File: src/rtl/z_run_logger.sv
// Measures runs of z high and queues {saturated, length} records for a valid/ready reader.
// Optional ZRUN_MINLEN_EN: discard unsaturated runs shorter than MIN_LEN.
module z_run_logger #(
    parameter int unsigned CNT_W   = 8,
    parameter int unsigned DEPTH   = 4,
    parameter int unsigned MIN_LEN = 2
) (
    input  logic             clk,
    input  logic             reset,
    input  logic             z,
    input  logic             rd_ready,
    output logic             rd_valid,
    output logic [CNT_W-1:0] rd_len,
    output logic             rd_sat,
    output logic             active,
    output logic             overflow
);

    localparam int unsigned AW  = (DEPTH > 1) ? $clog2(DEPTH) : 1;
    localparam int unsigned PW  = AW + 1;
    localparam int unsigned RW  = CNT_W + 1;

    typedef enum logic {
        IDLE = 1'b0,
        RUN  = 1'b1
    } state_t;

    state_t           state, state_nx;
    logic [CNT_W-1:0] len_q, len_nx;
    logic             sat_q, sat_nx;
    logic             push_req;
    logic             keep_run;

    logic [RW-1:0]    mem [DEPTH];
    logic [PW-1:0]    wptr, rptr, wptr_nx, rptr_nx;
    logic [RW-1:0]    rec, head_nx;
    logic             full, pop, do_push, drop;

`ifdef ZRUN_MINLEN_EN
    assign keep_run = sat_q || (len_q >= CNT_W'(MIN_LEN));
`else
    assign keep_run = 1'b1;
`endif

    // State register
    always_ff @(posedge clk or posedge reset) begin
        if (reset) state <= IDLE;
        else       state <= state_nx;
    end

    // Next-state and run measurement
    always_comb begin
        state_nx = state;
        len_nx   = len_q;
        sat_nx   = sat_q;
        push_req = 1'b0;
        case (state)
            IDLE: begin
                if (z) begin
                    state_nx = RUN;
                    len_nx   = CNT_W'(1);
                    sat_nx   = 1'b0;
                end
            end
            RUN: begin
                if (z) begin
                    if (len_q != '1) len_nx = len_q + CNT_W'(1);
                    else             sat_nx = 1'b1;
                end else begin
                    state_nx = IDLE;
                    push_req = keep_run;
                end
            end
            default: state_nx = IDLE;
        endcase
    end

    // FIFO control; the new head is computed ahead so outputs come straight from flops
    always_comb begin
        rec     = {sat_q, len_q};
        full    = (wptr[AW] != rptr[AW]) && (wptr[AW-1:0] == rptr[AW-1:0]);
        pop     = rd_valid && rd_ready;
        do_push = push_req && (!full || pop);
        drop    = push_req && full && !pop;
        wptr_nx = wptr + PW'(do_push);
        rptr_nx = rptr + PW'(pop);
        if (do_push && (wptr == rptr_nx)) head_nx = rec;
        else                              head_nx = mem[rptr_nx[AW-1:0]];
    end

    always_ff @(posedge clk or posedge reset) begin
        if (reset) begin
            len_q    <= '0;
            sat_q    <= 1'b0;
            wptr     <= '0;
            rptr     <= '0;
            rd_valid <= 1'b0;
            rd_len   <= '0;
            rd_sat   <= 1'b0;
            active   <= 1'b0;
            overflow <= 1'b0;
            for (int i = 0; i < int'(DEPTH); i++) mem[i] <= '0;
        end else begin
            len_q    <= len_nx;
            sat_q    <= sat_nx;
            wptr     <= wptr_nx;
            rptr     <= rptr_nx;
            rd_valid <= (wptr_nx != rptr_nx);
            rd_sat   <= head_nx[CNT_W];
            rd_len   <= head_nx[CNT_W-1:0];
            // Stays high through the cycle after the terminating z=0 sample
            active   <= (state_nx == RUN) || (state == RUN);
            overflow <= overflow | drop;
            if (do_push) mem[wptr[AW-1:0]] <= rec;
        end
    end

endmodule
File: config.mk
export PLATFORM = sky130hd
export DESIGN_NAME = z_run_logger
export DESIGN_NICKNAME = d
export VERILOG_FILES = /design/src/rtl/z_run_logger.sv
export SDC_FILE = /design/constraint.sdc
export NUM_CORES = 1
export LEC_CHECK = 0
export CAP_MARGIN = 20
export CORE_MARGIN = 5
export CORE_UTILIZATION = 40
export CTS_BUF_LIST = sky130_fd_sc_hd__clkbuf_2 sky130_fd_sc_hd__clkbuf_4 sky130_fd_sc_hd__clkbuf_8
export CTS_CLUSTER_DIAMETER = 60
export DETAILED_ROUTE_END_ITERATION = 16
export SETUP_SLACK_MARGIN = 0.2
export SLEW_MARGIN = 30
export SYNTH_ARGS = -nofsm -noshare
export SYNTH_HDL_FRONTEND = slang
export SYNTH_SLANG_ARGS = --single-unit
File: constraint.sdc
create_clock -name clk -period 2.4 [get_ports clk]
set_clock_uncertainty 0.15 [all_clocks]
set_input_delay 0.24 -clock clk [delete_from_list [all_inputs] [get_ports clk]]
set_output_delay 0.24 -clock clk [all_outputs]
set_load 0.01 [all_outputs]
==> run summary, run 1 <==
peak fanout along the critical path -> 4
number of ports placed on the die boundary -> 16
post-route worst hold slack -> 0.04273 ns
post-synthesis net count -> 211
clk sinks -> 64
GRT Total Usage -> 14.52%
largest cells by area after synthesis -> dfrtp_1 56%, mux2_2 17%, mux4_2 7.1%
Placed Cells incl. Taps -> 319
Post-Synthesis Mean Instance Area -> 14.16 µm²
Cell Chain, Critical Path -> nand2_2 -> inv_2 -> ha_4 -> ha_4 -> xor2_1 -> nor4b_4 -> buf_4 -> mux2_2
CTS buffer count -> 9
final setup fails -> 0
antenna violations before repair -> 0
status -> complete, no violations
Layout area overhead -> 27.65%
total number of yosys warnings -> 0
stage delay of the slowest cell on the critical path -> 0.39 ns
most frequent CP cell -> ha_4
initial drt markers -> 51
fin area -> 3651 µm²
number of H-tree levels -> 3
clock latency on the worst-skew pair -> 0.34 ns
first-pass detailed-route iteration total -> 4
FMAX -> 458.3 MHz
proportion of layout cells with a drive suffix above 1 -> 45.93%
CTS Hold Buffers Added -> 0
via count of the first global-routing pass -> 1838
RSZ-0062 raised after global routing -> yes
buffer depth of the longest clock path -> 2
Core Rows -> 30
clock transition at the registers of the reported paths -> 0.07 ns
total number of vias -> 1756
wire length per cell -> 16.48 µm
Critical Path Source Type -> register
flops & latches, synth -> 64
Tightest Pin Transition -> 0.4794 ns
Port Buffer Count -> 15
tightest slew margin relative to the limit -> 67.96%
library cell contributing the largest single delay on the critical path -> dfrtp_1
ANT nets after route -> 0
DIE AREA -> 8942 µm²
launch point of the worst reg-to-reg path -> rd_valid$_DFF_PP0_
die extent in x -> 94.56 µm
number of instances in the synthesized netlist -> 202
initial standard-cell utilization of the core -> 41.64%
largest net degree at the start of global routing -> 50
Remaining DRCs -> 0
CP top delay family -> simple AND/OR/NAND/NOR gates
sequential fraction of the synthesis area -> 55.99%
CP Capture Type -> register
area of the core -> 6869 µm²
die extent in y -> 94.56 µm
average via count per standard cell -> 5.135
critical path required time -> 2.47 ns
routed wire length -> 5637 µm
number of flops mapped to enable cells by yosys -> 0
max-cap violation count -> 0
cell type with the largest total area after synthesis -> dfrtp_1
power density relative to cell area -> 1162 nW/µm²
cell area after synthesis -> 2860 µm²
number of antenna diodes -> 0
wire length of the first global-routing pass -> 9770 µm
critical path launch point -> rd_valid$_DFF_PP0_
hold crit path type -> input port to async pin
grt ovf -> 0
net total in the final layout -> 250
portion of synthesized cell area occupied by the leading cell type -> 55.99%
async set-reset flop share out of synthesis -> 100.0%
crit path kind -> register to register
buffers plus inverters on the worst setup path -> 2
Synth cell types -> 32
leakage power figure -> 0.001645 µW
number of standard cells in the layout, taps in and fillers out -> 342
Final Core Density -> 53.15%
final estimated routing congestion in global placement -> 0.7604
minimum period implied by the final worst setup slack -> 2.182 ns
total power after layout -> 4242 µW
placed cell area -> 3328 µm²
CP Data Arrival Time -> 2.25 ns
prevailing post-synth register cell -> dfrtp_1
Final Hold Fails -> 0
max-slew violations -> 0
VDD IR max -> 562.6 µV
TritonCTS clock tree -> built
half-perimeter wire length after detailed placement -> 3792 µm
clock root buffer -> clkbuf_8
Period Utilization, post-route -> 90.92%
## power by group
group	internal (µW)	switching, µW	total, µW	leakage, µW
clock	607	402	1010	0.000112
sequential	1350	212	1560	0.000834
combinational	1010	662	1670	0.000698
## per-stage QoR
step | setup WS [ns] | TNS [ns]
floorplan | 0.1265 | 0
finish | 0.2180 | 0
global placement | -0.06837 | -0.5348
CTS | 0.2015 | 0
detailed placement | -0.05993 | -0.4830
global route | 0.1108 | 0
## cell type report
class | count | area [µm²]
clock buffer | 10 | 137.6
timing repair buffer | 39 | 384.1
inverter | 5 | 18.77
tap | 96 | 120.1
multi-input combinational | 122 | 1303
clock inverter | 6 | 82.58
fill | 588 | 3218
sequential | 64 | 1605
## layout by cell type, fill, tap and decap left out, types with 3 or more instances in the layout
master | synthesis | final
xnor2_2 | 0 | 3
clkdlybuf4s50_1 | 0 | 15
o21ai_0 | 5 | 5
xor2_1 | 6 | 4
nand3_1 | 5 | 5
a21oi_1 | 4 | 4
nand4_1 | 3 | 3
nand2_1 | 6 | 5
nand2b_1 | 3 | 3
clkbuf_8 | 0 | 10
buf_4 | 0 | 19
mux2_2 | 44 | 39
or3_1 | 3 | 3
dfrtp_2 | 0 | 3
clkinv_2 | 0 | 3
o31ai_1 | 3 | 3
mux4_2 | 9 | 9
nor2_1 | 5 | 5
inv_1 | 5 | 3
dfrtp_1 | 64 | 61
buf_12 | 0 | 4
mux2_4 | 0 | 5
## cell usage after synthesis (2+ instances only)
master,instances
nand2_1,6
o31ai_1,3
nand2b_1,3
a21oi_1,4
clkbuf_1,7
or3_1,3
nor2_1,5
nand3b_1,2
xor2_1,6
or2_2,2
o211ai_1,2
o21ai_0,5
nand4_1,3
dfrtp_1,64
buf_2,3
xnor2_1,5
mux2_2,44
mux4_2,9
inv_1,5
ha_1,5
nand3_1,5
## routing by layer
metal	up-vias	part of all wire, %	track usage (%)	wire length, µm
li1	818	-	-	-
met1	909	48	20.56	2715
met2	18	48	21.34	2699
met3	11	3.0	4.861	171
met4	0	0.89	3.966	50
met5	-	0	0	0
## cells by family (layout without fill, tap and decap cells)
family          after synthesis  in the layout  synth area share (%)
xor+xnor                     11             11                 3.368
fa+ha+maj                     5              5                 2.187
flops                        64             64                 55.99
compound gates               21             21                 5.118
mux                          54             54                 24.80
buf+inv                      16             60                 2.231
simple gates                 31             31                 6.299
## flip-flops by register name, indices dropped and copies added (netlist names)
| signal | count |
|---|---|
| mem | 36 |
| len_q | 8 |
| rd_len | 8 |
| rptr | 3 |
| wptr | 3 |
| active | 1 |
| overflow | 1 |
| rd_sat | 1 |
| rd_valid | 1 |
| sat_q | 1 |
| state | 1 |
## worst paths after layout
kind                                       end  slack [ns]  cells past startpoint
max                        rd_len[5]$_DFF_PP0_        0.22                      8
max in group asynchronous  mem[28]$_DFFE_PP0P_        1.48                      3
min                        rd_len[2]$_DFF_PP0_        0.04                      2
min in group clk            overflow$_DFF_PP0_        0.32                      1
max reg2reg                rd_len[5]$_DFF_PP0_        0.22                      8
min reg2reg                 overflow$_DFF_PP0_        0.32                      1
## timing repair
item / in CTS / in global routing
cloned: 0 / 0
hold endpoints to repair: 0 / 0
setup endpoints to repair: 10 / 10
pin swaps: 1 / 4
gates resized for setup: 1 / 12
setup buffers: 2 / 5
Note: power is estimated with default switching activity, not from simulation.
==> run 2, diff against run 1 <==
--- a/config.mk
+++ b/config.mk
@@ -11,6 +11,7 @@
 export CTS_BUF_LIST = sky130_fd_sc_hd__clkbuf_2 sky130_fd_sc_hd__clkbuf_4 sky130_fd_sc_hd__clkbuf_8
 export CTS_CLUSTER_DIAMETER = 60
 export DETAILED_ROUTE_END_ITERATION = 16
+export REMOVE_ABC_BUFFERS = 1
 export SETUP_SLACK_MARGIN = 0.2
 export SLEW_MARGIN = 30
 export SYNTH_ARGS = -nofsm -noshare
==> run 2 against run 1 <==
Net effect:
- power increased by 3.8%
- largest cell class unchanged
- non-clock buffer count decreased by 2
- sequential share of layout area decreased by 0.36 points
- critical path depth unchanged
- register-to-register slack about the same
- die area unchanged
- routed wire length increased by 0.16%
- combinational power about the same
- critical path type unchanged
- utilization increased by 0.44 points
==> run summary, run 2 (synthesized netlist as in run 1, its figures left out) <==
Layout area overhead -> 28.70%
area of the core -> 6869 µm²
CTS buffer count -> 9
FMAX -> 458.3 MHz
cell internal power dissipation -> 3067 µW
wire length per cell -> 16.61 µm
initial drt markers -> 98
tightest slew margin relative to the limit -> 66.35%
Net Sw Power -> 1334 µW
net total in the final layout -> 248
average via count per standard cell -> 5.135
met1 WL -> 2674 µm
Placed Cells incl. Taps -> 321
share of total power in the clock network -> 25.5%
ANT nets after route -> 0
peak fanout along the critical path -> 6
die extent in x -> 94.56 µm
Tightest Pin Transition -> 0.5035 ns
max-slew violations -> 0
clock transition at the registers of the reported paths -> 0.08 ns
critical path required time -> 2.47 ns
largest net degree at the start of global routing -> 65
via count of the first global-routing pass -> 1833
number of flip-flops in the largest register -> 36
part of the power in registers -> 35.8%
routed wire length -> 5646 µm
GRT Total Usage -> 14.44%
number of standard cells in the layout, taps in and fillers out -> 340
Remaining DRCs -> 0
VDD IR max -> 473.0 µV
number of ports placed on the die boundary -> 16
clock root buffer -> clkbuf_8
status -> complete, no violations
TritonCTS clock tree -> built
Final Hold Fails -> 0
Critical Path Source Type -> register
clk sinks -> 64
number of H-tree levels -> 3
final setup fails -> 0
CP Capture Type -> register
half-perimeter wire length after detailed placement -> 3570 µm
antenna violations before repair -> 0
minimum period implied by the final worst setup slack -> 2.182 ns
hold crit path type -> input port to async pin
number of antenna diodes -> 0
Top reg by flops -> mem
biggest regs -> mem: 36 flops, len_q: 8 flops, rd_len: 8 flops
combinational share of power -> 38.7%
proportion of layout cells with a drive suffix above 1 -> 46.31%
leading cell types in the layout, fill and taps excluded -> 61 x dfrtp_1, 39 x mux2_2, 17 x buf_4
post-route worst hold slack -> 0.1266 ns
number of inserted filler cells in the final layout -> 586
leading cell type in the layout, fill and taps excluded -> dfrtp_1
met2 WL -> 2727 µm
max-cap violation count -> 0
net switching share of the total power -> 30.30%
grt ovf -> 0
Core Rows -> 30
CTS Hold Buffers Added -> 0
top sig layer -> met4
total number of vias -> 1746
setup slack after placement -> -0.2342 ns
CP Data Arrival Time -> 2.25 ns
DIE AREA -> 8942 µm²
final estimated routing congestion in global placement -> 0.7956
first-pass detailed-route iteration total -> 4
fin worst setup slack -> 0.2179 ns
buffer depth of the longest clock path -> 2
initial standard-cell utilization of the core -> 41.64%
power density relative to cell area -> 1196 nW/µm²
crit path kind -> register to register
wire length of the first global-routing pass -> 9584 µm
Port Buffer Count -> 15
RSZ-0062 raised after global routing -> yes
leakage power figure -> 0.001643 µW
Period Utilization, post-route -> 90.92%
total power after layout -> 4401 µW
Routed met3 length -> 183 µm
clock latency on the worst-skew pair -> 0.34 ns
die extent in y -> 94.56 µm
run 2: metal layers:
metal	up-vias	global-route usage, %
li1	807	-
met1	910	19.23
met2	21	22.87
met3	8	5.020
met4	0	3.245
met5	-	0
run 2: critical path: stages (launching register included):
cell	delay, ns
dfrtp_1	0.39
nand2_2	0.08
inv_2	0.04
ha_4	0.16
ha_4	0.25
xor2_4	0.17
nor4b_4	0.32
buf_6	0.19
mux2_2	0.33
run 2: through the flow:
stage          setup TNS (ns)  utilization, %  cell area, µm²
6_report                    0           53.59            3681
5_1_grt                     0           53.59            3681
3_3_place_gp           -1.772           47.72            3278
2_1_floorplan          -1.966               -            2815
3_5_place_dp           -1.973           47.72            3278
4_1_cts                     0           52.46            3603
run 2: power by group through the flow:
stage	Combinational [µW]	Clock [µW]	Sequential, µW
CTS	1610	1150	1580
finish	1700	1120	1580
detailed placement	1440	0	1570
global placement	1420	0	1570
global route	1860	1200	1620
floorplan	921	0	1530
run 2: worst paths after layout:
check,start,end,slack (ns),cells after the start
max reg2reg,rd_valid$_DFF_PP0_,rd_len[6]$_DFF_PP0_,0.22,8
min in group clk,overflow$_DFF_PP0_,overflow$_DFF_PP0_,0.33,1
max,rd_valid$_DFF_PP0_,rd_len[6]$_DFF_PP0_,0.22,8
min,reset,mem[34]$_DFFE_PP0P_,0.13,3
min reg2reg,overflow$_DFF_PP0_,overflow$_DFF_PP0_,0.33,1
max in group asynchronous,reset,rptr[2]$_DFF_PP0_,1.66,3
run 2: cell type report:
type                       count  area [µm²]  share of cell area [%]
clock buffer                   9       123.9                   3.365
clock inverter                 7       120.1                   3.263
inverter                       5       18.77                  0.5099
multi-input combinational    122        1324                   35.96
sequential                    64        1605                   43.61
tap                           96       120.1                   3.263
timing repair buffer          37       369.1                   10.03
run 2: timing repair:
item / in CTS / in global routing
resized for setup: 16 / 11
pin swaps: 4 / 6
endpoints found under the setup margin: 10 / 10
buffers inserted: 0 / 3
==> run 3, diff against run 2 <==
--- a/config.mk
+++ b/config.mk
@@ -6,6 +6,7 @@
 export NUM_CORES = 1
 export LEC_CHECK = 0
 export CAP_MARGIN = 20
+export CORE_ASPECT_RATIO = 1.4
 export CORE_MARGIN = 5
 export CORE_UTILIZATION = 40
 export CTS_BUF_LIST = sky130_fd_sc_hd__clkbuf_2 sky130_fd_sc_hd__clkbuf_4 sky130_fd_sc_hd__clkbuf_8
==> run 3 against run 2 <==
Net effect:
- worst setup slack worse by 0.029 ns
- non-clock buffer count is 1 lower
- global-route usage increased by 0.61 points
- fmax shrank 1.3%
- largest cell class unchanged
==> run summary, run 3 (synthesized netlist as in run 1, its figures left out) <==
die extent in y -> 110.1 µm
GRT Total Usage -> 15.04%
power density relative to cell area -> 1164 nW/µm²
biggest regs -> mem: 36 flops, len_q: 8 flops, rd_len: 8 flops
Tightest Pin Transition -> 0.3685 ns
largest net degree at the start of global routing -> 65
first-pass detailed-route iteration total -> 4
Post-Route Setup TNS -> 0 ns
number of inserted filler cells in the final layout -> 625
grt ovf -> 0
CP Data Arrival Time -> 2.29 ns
most frequent CP cell -> ha_4
Final Hold Fails -> 0
Period Utilization, post-route -> 92.12%
share of total power in the clock network -> 23.8%
CTS Hold Buffers Added -> 0
number of ports placed on the die boundary -> 16
CTS buffer count -> 9
leading cell types in the layout, fill and taps excluded -> 61 x dfrtp_1, 39 x mux2_2, 16 x buf_4
Placed Cells incl. Taps -> 320
DIE AREA -> 8966 µm²
top sig layer -> met4
cell internal power dissipation -> 2932 µW
minimum period implied by the final worst setup slack -> 2.211 ns
wire length of the first global-routing pass -> 9584 µm
proportion of layout cells with a drive suffix above 1 -> 44.86%
stage delay of the slowest cell on the critical path -> 0.40 ns
total number of vias -> 1746
FMAX -> 452.3 MHz
max-slew violations -> 0
ANT nets after route -> 0
net switching share of the total power -> 30.45%
buffer depth of the longest clock path -> 2
antenna violations before repair -> 0
peak fanout along the critical path -> 5
clock latency on the worst-skew pair -> 0.35 ns
final estimated routing congestion in global placement -> 0.7585
Port Buffer Count -> 15
crit path kind -> register to register
part of the power in registers -> 37.8%
library cell contributing the largest single delay on the critical path -> dfrtp_1
number of H-tree levels -> 3
Final Core Density -> 51.86%
clock transition at the registers of the reported paths -> 0.07 ns
Core Rows -> 36
final setup fails -> 0
initial standard-cell utilization of the core -> 40.97%
Remaining DRCs -> 0
Net Sw Power -> 1283 µW
Cell Chain, Critical Path -> nand2_2 -> inv_2 -> ha_4 -> ha_4 -> xnor2_4 -> xnor2_2 -> nor4b_4 -> buf_6 -> mux2_2
TritonCTS clock tree -> built
status -> complete, no violations
hold crit path type -> input port to async pin
Top reg by flops -> mem
combinational share of power -> 38.4%
half-perimeter wire length after detailed placement -> 3714 µm
initial drt markers -> 91
Layout area overhead -> 26.60%
tightest slew margin relative to the limit -> 75.44%
leakage power figure -> 0.001628 µW
area of the core -> 6982 µm²
Routed met3 length -> 227 µm
VDD IR max -> 489.8 µV
CP Capture Type -> register
critical path required time -> 2.48 ns
fin worst setup slack -> 0.1891 ns
setup slack after placement -> -0.2177 ns
RSZ-0062 raised after global routing -> yes
clock root buffer -> clkbuf_8
clk sinks -> 64
via count of the first global-routing pass -> 1816
met1 WL -> 2335 µm
Critical Path Source Type -> register
net total in the final layout -> 247
leading cell type in the layout, fill and taps excluded -> dfrtp_1
die extent in x -> 81.47 µm
routed wire length -> 5674 µm
max-cap violation count -> 0
met2 WL -> 2996 µm
number of antenna diodes -> 0
wire length per cell -> 16.79 µm
average via count per standard cell -> 5.166
number of standard cells in the layout, taps in and fillers out -> 338
number of flip-flops in the largest register -> 36
-- run 3: changes by cell type in the layout (fill, tap and decap cells not counted), moves of 2 or more --
| cell | change |
|---|---|
| buf_12 | -2 |
| buf_6 | +2 |
| bufinv_16 | -2 |
| clkbuf_8 | +4 |
| clkinv_4 | -2 |
| ha_1 | +2 |
-- run 3: final timing paths --
kind,to,from,depth (start not counted),slack (ns)
worst max-delay path,rd_len[6]$_DFF_PP0_,rd_valid$_DFF_PP0_,9,0.19
worst min-delay path,rd_len[2]$_DFF_PP0_,reset,3,0.11
worst max register to register,rd_len[6]$_DFF_PP0_,rd_valid$_DFF_PP0_,9,0.19
worst min register to register,overflow$_DFF_PP0_,overflow$_DFF_PP0_,1,0.33
max in group asynchronous,mem[24]$_DFFE_PP0P_,reset,3,1.71
min in group clk,overflow$_DFF_PP0_,overflow$_DFF_PP0_,1,0.33
-- run 3: stage by stage --
step / cell area [µm²] / power [µW] / hold WS [ns]
floorplan: 2815 / 2455 / 0.1214
global placement: 3252 / 2950 / 0.3088
detailed placement: 3252 / 2977 / 0.3121
CTS: 3581 / 4207 / 0.1258
global route: 3621 / 4486 / 0.1253
finish: 3621 / 4215 / 0.1139
-- run 3: per-layer routing --
layer  vias up  GRT usage, %
met2        32         23.72
met5         -             0
met3        12         5.447
met4         0         8.213
li1        800             -
met1       902         17.70
-- run 3: cell type report --
cell class | count | area [µm²] | share of cell area [%]
Sequential cell | 64 | 1605 | 44.33
Clock inverter | 2 | 35.03 | 0.9675
Tap cell | 95 | 118.9 | 3.283
Clock buffer | 14 | 186.4 | 5.149
Timing Repair Buffer | 36 | 344.1 | 9.502
Inverter | 5 | 18.77 | 0.5183
Multi-Input combinational cell | 122 | 1313 | 36.25
-- run 3: worst max-delay path: cells and delay by family, from the launching register on --
kind                     cells  cell delay (ns)
adder cells (fa/ha/maj)      2             0.32
buffers and inverters        2             0.22
AND/OR/NAND/NOR              2             0.37
XOR/XNOR                     2             0.31
flip-flops                   1             0.40
multiplexers                 1             0.33
-- run 3: power groups by stage --
stage | Sequential [µW] | Combinational [µW] | Clock, µW
floorplan | 1530 | 921 | 0
global placement | 1570 | 1380 | 0
detailed placement | 1570 | 1410 | 0
CTS | 1590 | 1590 | 1030
global route | 1630 | 1760 | 1100
finish | 1590 | 1620 | 1010
-- run 3: what timing repair did --
action,in CTS,in global routing
setup endpoints to repair,10,10
gates resized for setup,16,9
endpoints found under the hold margin,0,0
pin swaps,5,0
buffers inserted,1,1
